<file path="config.mk">
export PLATFORM = sky130hd
export DESIGN_NAME = nodf_module_if
export DESIGN_NICKNAME = d
export VERILOG_FILES = /design/src/rtl/nodf_module_if.sv
export SDC_FILE = /design/constraint.sdc
export NUM_CORES = 1
export LEC_CHECK = 0
export CORE_MARGIN = 10
export CORE_UTILIZATION = 51
export CTS_CLUSTER_DIAMETER = 150
export DETAILED_ROUTE_END_ITERATION = 8
export PLACE_DENSITY = 0.79
export SLEW_MARGIN = 20
export SYNTH_ARGS = -nofsm -noshare
export SYNTH_HDL_FRONTEND = slang
export SYNTH_SLANG_ARGS = --single-unit
</file>
<file path="constraint.sdc">
create_clock -name clock -period 6.7 [get_ports clock]
set_clock_uncertainty 0.2 [all_clocks]
set_input_delay 2.01 -clock clock [delete_from_list [all_inputs] [get_ports clock]]
set_output_delay 2.01 -clock clock [all_outputs]
set_load 0.01 [all_outputs]
</file>
<file path="src/rtl/nodf_module_if.sv">
// Passive monitor for the ap_start/ap_ready/ap_done/ap_continue handshake.
// Define NODF_MON_STATS_EN to add min_latency/max_latency outputs.
module nodf_module_if #(
    parameter int CNT_W = 32
) (
    input  logic             clock,
    input  logic             reset,
    input  logic             ap_start,
    input  logic             ap_ready,
    input  logic             ap_done,
    input  logic             ap_continue,
    input  logic             finish,
    output logic [1:0]       state,
    output logic [CNT_W-1:0] start_cnt,
    output logic [CNT_W-1:0] done_cnt,
    output logic [CNT_W-1:0] in_flight,
    output logic [CNT_W-1:0] last_latency,
    output logic [CNT_W-1:0] last_interval,
    output logic [CNT_W-1:0] stall_cnt,
`ifdef NODF_MON_STATS_EN
    output logic [CNT_W-1:0] min_latency,
    output logic [CNT_W-1:0] max_latency,
`endif
    output logic             protocol_err,
    output logic             finished
);

    typedef enum logic [1:0] {
        IDLE       = 2'd0,
        WAIT_READY = 2'd1,
        ACTIVE     = 2'd2,
        FINISHED   = 2'd3
    } state_t;

    localparam logic [CNT_W-1:0] MAXV = '1;

    function automatic logic [CNT_W-1:0] sat_inc(input logic [CNT_W-1:0] x);
        return (x == MAXV) ? x : x + 1'b1;
    endfunction

    state_t           state_q;
    state_t           state_n;
    logic [CNT_W-1:0] st_raw;
    logic [CNT_W-1:0] dn_raw;
    logic [CNT_W-1:0] st_raw_n;
    logic [CNT_W-1:0] dn_raw_n;
    logic [CNT_W-1:0] lat_cnt;
    logic [CNT_W-1:0] itv_cnt;
    logic [CNT_W-1:0] lat_cap;
    logic [CNT_W-1:0] itv_cap;
    logic             seen_start;
    logic             acc;
    logic             cmp;
    logic             err;

    assign state = state_q;

    always_comb begin
        acc      = ap_start & ap_ready;
        cmp      = ap_done & ap_continue;
        st_raw_n = st_raw + {{(CNT_W-1){1'b0}}, acc};
        dn_raw_n = dn_raw + {{(CNT_W-1){1'b0}}, cmp};
        // the counter holds cycles-minus-one since the start, hence the +1
        lat_cap  = acc ? '0 : sat_inc(lat_cnt);
        itv_cap  = sat_inc(itv_cnt);
        err      = (cmp & ~acc & (in_flight == '0))
                 | ((state_q == WAIT_READY) & ~ap_start);
        state_n  = IDLE;
        if (ap_start & ~ap_ready)
            state_n = WAIT_READY;
        else if (st_raw_n != dn_raw_n)
            state_n = ACTIVE;
    end

    always_ff @(posedge clock) begin
        if (!reset) begin
            state_q       <= IDLE;
            st_raw        <= '0;
            dn_raw        <= '0;
            start_cnt     <= '0;
            done_cnt      <= '0;
            in_flight     <= '0;
            last_latency  <= '0;
            last_interval <= '0;
            stall_cnt     <= '0;
            lat_cnt       <= '0;
            itv_cnt       <= '0;
            seen_start    <= 1'b0;
            protocol_err  <= 1'b0;
            finished      <= 1'b0;
`ifdef NODF_MON_STATS_EN
            min_latency   <= '1;
            max_latency   <= '0;
`endif
        end else if (finish || state_q == FINISHED) begin
            state_q  <= FINISHED;
            finished <= 1'b1;
        end else begin
            state_q   <= state_n;
            st_raw    <= st_raw_n;
            dn_raw    <= dn_raw_n;
            in_flight <= st_raw_n - dn_raw_n;
            lat_cnt   <= acc ? '0 : sat_inc(lat_cnt);
            itv_cnt   <= acc ? '0 : sat_inc(itv_cnt);
            if (acc) begin
                start_cnt  <= sat_inc(start_cnt);
                seen_start <= 1'b1;
                if (seen_start)
                    last_interval <= itv_cap;
            end
            if (cmp) begin
                done_cnt     <= sat_inc(done_cnt);
                last_latency <= lat_cap;
`ifdef NODF_MON_STATS_EN
                if (lat_cap < min_latency)
                    min_latency <= lat_cap;
                if (lat_cap > max_latency)
                    max_latency <= lat_cap;
`endif
            end
            if (ap_done & ~ap_continue)
                stall_cnt <= sat_inc(stall_cnt);
            if (err)
                protocol_err <= 1'b1;
        end
    end

endmodule

</file>
# --- After elaboration in Yosys (flattened, before gate mapping) ---
# Index checks and enable logic that the tools add are counted.
word_totals:
  regBits: 325
  latch_bits: 0
  ramBits: 0
  rom_bits: 0
  input_bits: 7
  wordCells: 62
  memories: 0
op_classes:
  addsub: 8
  mul: 0
  n_div: 0
  order_cmp: 0
  eq_ne: 8
  n_shift: 0
  n_mux: 7
  bitwise: 16
  reduce_logical: 9
op_table:
  columns: ["cell", "n"]
  rows:
  - ["$add A32 B1 Y32 const B", 5]
  - ["$eq A32 B32 Y1 const B", 5]
  - ["$mux W32", 4]
  - ["$add A32 B1 Y32", 2]
  - ["$logic_not A32 Y1", 1]
  - ["$ne A32 B32 Y1", 1]
  - ["$sub A32 B32 Y32", 1]
  - ["$reduce_and A3 Y1", 4]
  - ["$not A1 Y1", 8]
  - ["$and A1 B1 Y1", 7]
  - ["$mux W2", 3]
  - ["$reduce_and A2 Y1", 3]
  - ["$eq A2 B1 Y1 const B", 1]
  - ["$eq A2 B2 Y1 const B", 1]
  - ["$logic_or A1 B1 Y1", 1]
  - ["$or A1 B1 Y1", 1]

# --- Depth between registers and ports, before layout ---
logic_depth:
  word_depth: 6
  mapped_depth: 25

# --- Worst setup path before layout ---
# OpenSTA, ideal clock, no wires.
synth_path:
  kind: "input port to flip-flop"
  startpoint: "input ap_start"
  endpoint: "register in_flight[31]"
  arrival_time_ps: 6425
  required_time_ps: 6380
  slack_ps: -45
  cell_stages: 25
  path_buffers: 2
  cell_sequence: "nand2_1 > inv_1 > clkbuf_1 > clkbuf_1 > ha_1 > ha_1 > nand4_1 > nor2_1 > and3_1 > and3_1 > and3_1 > nand3_1 > nor2_1 > xor2_1 > ha_1 > a21o_1 > a21o_1 > a21oi_1 > nor2b_1 > o21ai_0 > nand2_1 > a21o_2 > a211oi_2 > or4_1 > nand3_1"
synth_via:
  elab_chain_cells: 3
synth_lines:
  columns: ["item", "line_no", "source"]
  rows:
  - ["from (decl)", "8", "input logic ap_start,"]
  - ["$and A1 B1 Y1", "59", "acc = ap_start & ap_ready;"]
  - ["$add A32 B1 Y32", "61", "st_raw_n = st_raw + {{(CNT_W-1){1'b0}}, acc};"]
  - ["via st_raw_n[24]", "45", "logic [CNT_W-1:0] st_raw_n;"]
  - ["$sub A32 B32 Y32", "102", "in_flight <= st_raw_n - dn_raw_n;"]
  - ["to (signal assigned)", "102", null]
  - ["to (decl)", "16", "output logic [CNT_W-1:0] in_flight,"]
# The timed path passes the listed nets, and every way through them passes these cells.
# A chain may end at the register's enable or synchronous reset.

# --- Final worst setup path ---
layout_path:
  startpoint: "input ap_continue"
  endpoint: "register in_flight[31]"
layout_via:
  elab_chain_cells: 3
layout_lines:
  columns: ["item", "line_no", "source"]
  rows:
  - ["from (decl)", "11", "input logic ap_continue,"]
  - ["$and A1 B1 Y1", "60", "cmp = ap_done & ap_continue;"]
  - ["$add A32 B1 Y32", "62", "dn_raw_n = dn_raw + {{(CNT_W-1){1'b0}}, cmp};"]
  - ["$sub A32 B32 Y32", "102", null]
# No other way between the ends.

==> key figures <==
Routing
  – Vias per cell: 5.55
  – DRT Wirelength: roughly 46000 um
  – Routed len/inst: 16.5 um
  – ANT nets after route: 0
  – Residual DRC: 0
  – First drt pass iteration count: 5
  – Vias: ~16000
  – Iter 0 DRT Violations: roughly 860

Worst setup path
  – Flop2flop setup slack: between 2 and 2.5 ns
  – Reg2Reg Depth: 21
  – Nature of the critical path endpoint: flop
  – CP Launch Point: ap_continue
  – CP bufs+invs: 2
  – Worst setup SP type: primary input
  – Critical-path cell list: clkdlybuf4s50_1, nand2_1, inv_1, ha_1, ha_1, nand4_1, or3_1, nor3_1, and3_1, and3_1, and2_1, nand2_1, xor2_1, ha_1, a21o_1, a21o_1, a21oi_1, nor2b_1, o21ai_0, nand2_1, a21o_2, a211oi_2, or4_1, nand3_1
  – Slowest Stage Delay on Critical Path: 0.49 ns
  – R2r endpoint: in_flight[31]$_SDFFE_PN0N_
  – Crit path arrival time: 6.53 ns
  – Worst-path fanout max: 3
  – Crit path to: in_flight[31]$_SDFFE_PN0N_
  – R2r startpoint: dn_raw[0]$_SDFFE_PN0N_
  – Slowest cell on crit path: clkdlybuf4s50_1
  – Setup Crit Path Kind: in -> reg
  – CP top delay family: simple AND/OR/NAND/NOR gates
  – Instance count on the critical path: 24
  – CP required: 6.91 ns

Floorplanning
  – Die Y: ~200 um
  – Die X: approximately 200 um
  – Die area: between 40000 and 50000 um2
  – IO Count: a little over 200
  – Initial Util: 51.8%
  – Core Area: 32500 um2
  – FP Rows: 66

Yosys
  – Avg Cell Area, Syn: 7.95 um2
  – Post-synth top cells: 325 x dfxtp_1, 314 x nor2_1, 274 x nand2_1, 151 x a21oi_1, 131 x xor2_1
  – Most common cell in the netlist: dfxtp_1
  – Synthesized area: between 15000 and 20000 um2
  – Post-synthesis sequential area ratio: 38.6%
  – Area leader, netlist: dfxtp_1
  – Post-synth ARST share: 0%
  – Yosys reg bits: 325
  – Post-synth cell types: 77
  – Net count after synthesis: 2165
  – Mapped Cells: 2121
  – Area share of the largest cell type after synthesis: approximately two fifths
  – Yosys warning count: 0
  – Post-synth EDFFs: 0
  – Top FF cell, synth: dfxtp_1
  – Synth top area cells: dfxtp_1 39%, nor2_1 7.0%, xor2_1 6.8%

Clock tree
  – CTS tree: yes
  – Clk slew on worst S/H paths: 0.06 ns
  – Maximum root-to-sink buffer count: 3
  – CTS Hold Bufs: 0
  – Sink Count: 325
  – Number of post-CTS setup repair buffers: 0
  – Clock latency at the later pin of the worst-skew pair: 0.54 ns
  – Resized Gates After CTS: 0
  – CTS Buf Count: 37
  – H-tree depth: 2
  – Root Driver: clkbuf_16

Final layout
  – Layout cells sized above 1: ~6.7%
  – Area of the multi-input gates: 9810 um2
  – FF/Latch Area: 6510 um2
  – Fill count: around 2800
  – Layout area overhead: 23.3%
  – Post-route cell area: ~21000 um2
  – Antenna diodes: 0
  – Nets: between 2000 and 2500

Timing
  – Fmax achieved: 0.158 GHz
  – Worst setup margin: 0.384 ns
  – Final Max Slew Viols: 0
  – Part of the cycle the worst path needs: ~94%
  – Rel. slew slack: 27.9%
  – Fin Setup TNS: 0 ns
  – Final setup viols: 0
  – Crit path time final: 6.32 ns
  – Unrepaired setup endpoints after global routing: no
  – Worst Tran Pin Value: between 1 and 1.5 ns
  – Endpoints failing hold: 0

Power and ir drop
  – Leakage power: approximately 7.5 nW
  – Worst vdd ir: around 170 uV
  – Pwr/cell area: around 210 nW/um2
  – Final Power: 4.45 mW

Place
  – Routability cong.: 0.897
  – IO Port Bufs: 202
  – Placement Setup Slack: -0.132 ns
  – Cell Area, Placed: 19500 um2
  – Hpwl dp: 32400 um

GRT
  – Grt total ovfl: 0
  – Vias in the first global route: 14941
  – Initial antenna violation count: 0
  – First-pass GRT wire length: between 70000 and 80000 um
  – GR Util All Layers: 21.4%
  – Largest net degree at the start of global routing: 149

Hold path
  – Worst Hold Class: reg -> reg

Status
  – Status: completed

Job
  – Max Cap Viol: 0
[stage by stage]
stage	std cells	hold WS, ns	utilization, %
detailed placement	2724	0.250	59.9
global route	2792	0.295	63.9
global placement	2724	0.241	59.9
CTS	2792	0.263	63.9
finish	2792	0.257	63.9
floorplan	2121	0.229	-
[cell usage in the layout, fill, tap and decap left out, drive strengths merged, types with 50 or more instances in the layout]
master,netlist,routed
nand2,274,274
nor3,61,61
nand4,50,50
clkdlybuf4s50,0,202
a21oi,151,151
o21ai,73,73
dfxtp,325,325
buf,14,64
xnor2,129,129
nor2,314,314
clkbuf,91,56
nand3,92,92
xor2,132,132
[power by group]
part | total, mW | leakage [nW] | switching, mW | internal (mW)
registers | 1.98 | 2.62 | 0.0253 | 1.96
clock network | 2.14 | 0.637 | 0.832 | 1.31
logic | 0.327 | 4.26 | 0.201 | 0.126
total | 4.45 | 7.53 | 1.06 | 3.39
[worst min path at each step]
stage,start,to,slack [ns],depth (start not counted)
after floorplan,seen_start$_SDFFE_PN0P_,seen_start$_SDFFE_PN0P_,0.23,2
after global placement,seen_start$_SDFFE_PN0P_,seen_start$_SDFFE_PN0P_,0.24,2
after detailed placement,last_latency[4]$_SDFFE_PN0P_,last_latency[4]$_SDFFE_PN0P_,0.25,2
after CTS,last_latency[16]$_SDFFE_PN0P_,last_latency[16]$_SDFFE_PN0P_,0.26,2
after global routing,last_latency[12]$_SDFFE_PN0P_,last_latency[12]$_SDFFE_PN0P_,0.29,2
final,seen_start$_SDFFE_PN0P_,seen_start$_SDFFE_PN0P_,0.26,2
[flip-flops by register name (all words and copies together) (netlist names)]
signal         count
seen_start         1
start_cnt         32
st_raw            32
protocol_err       1
done_cnt          32
dn_raw            32
stall_cnt         32
finished           1
last_interval     32
itv_cnt           32
state              2
in_flight         32
last_latency      32
lat_cnt           32
[cell families after synthesis]
kind of cell / synth area share, %
AO/OA/AOI/OAI: 12.7
XOR/XNOR: 13.9
adder cells (fa/ha/maj): 2.97
buffers and inverters: 3.33
flip-flops: 38.6
multiplexers: 0.601
AND/OR/NAND/NOR: 27.9
[layout make-up]
class                           count  area share [%]
Clock buffer                       56            5.33
Clock inverter                     12           0.909
Inverter                           30           0.578
Multi-Input combinational cell   1661            47.2
Sequential cell                   325            31.3
Tap cell                          442            2.66
Timing Repair Buffer              266            12.0
[layer usage]
metal / global-route usage, % / wire length, um
met3: 5.71 / 3310
met5: 0 / 0
met2: 36.3 / 21700
met1: 26.0 / 19800
met4: 6.39 / 1130
[tightest hold or removal path: stages (launching register included)]
cell     delay, ns
dfxtp_1       0.32
a21oi_1       0.04
nor2_1        0.07
No activity file was read; power rests on OpenSTA's default activity.
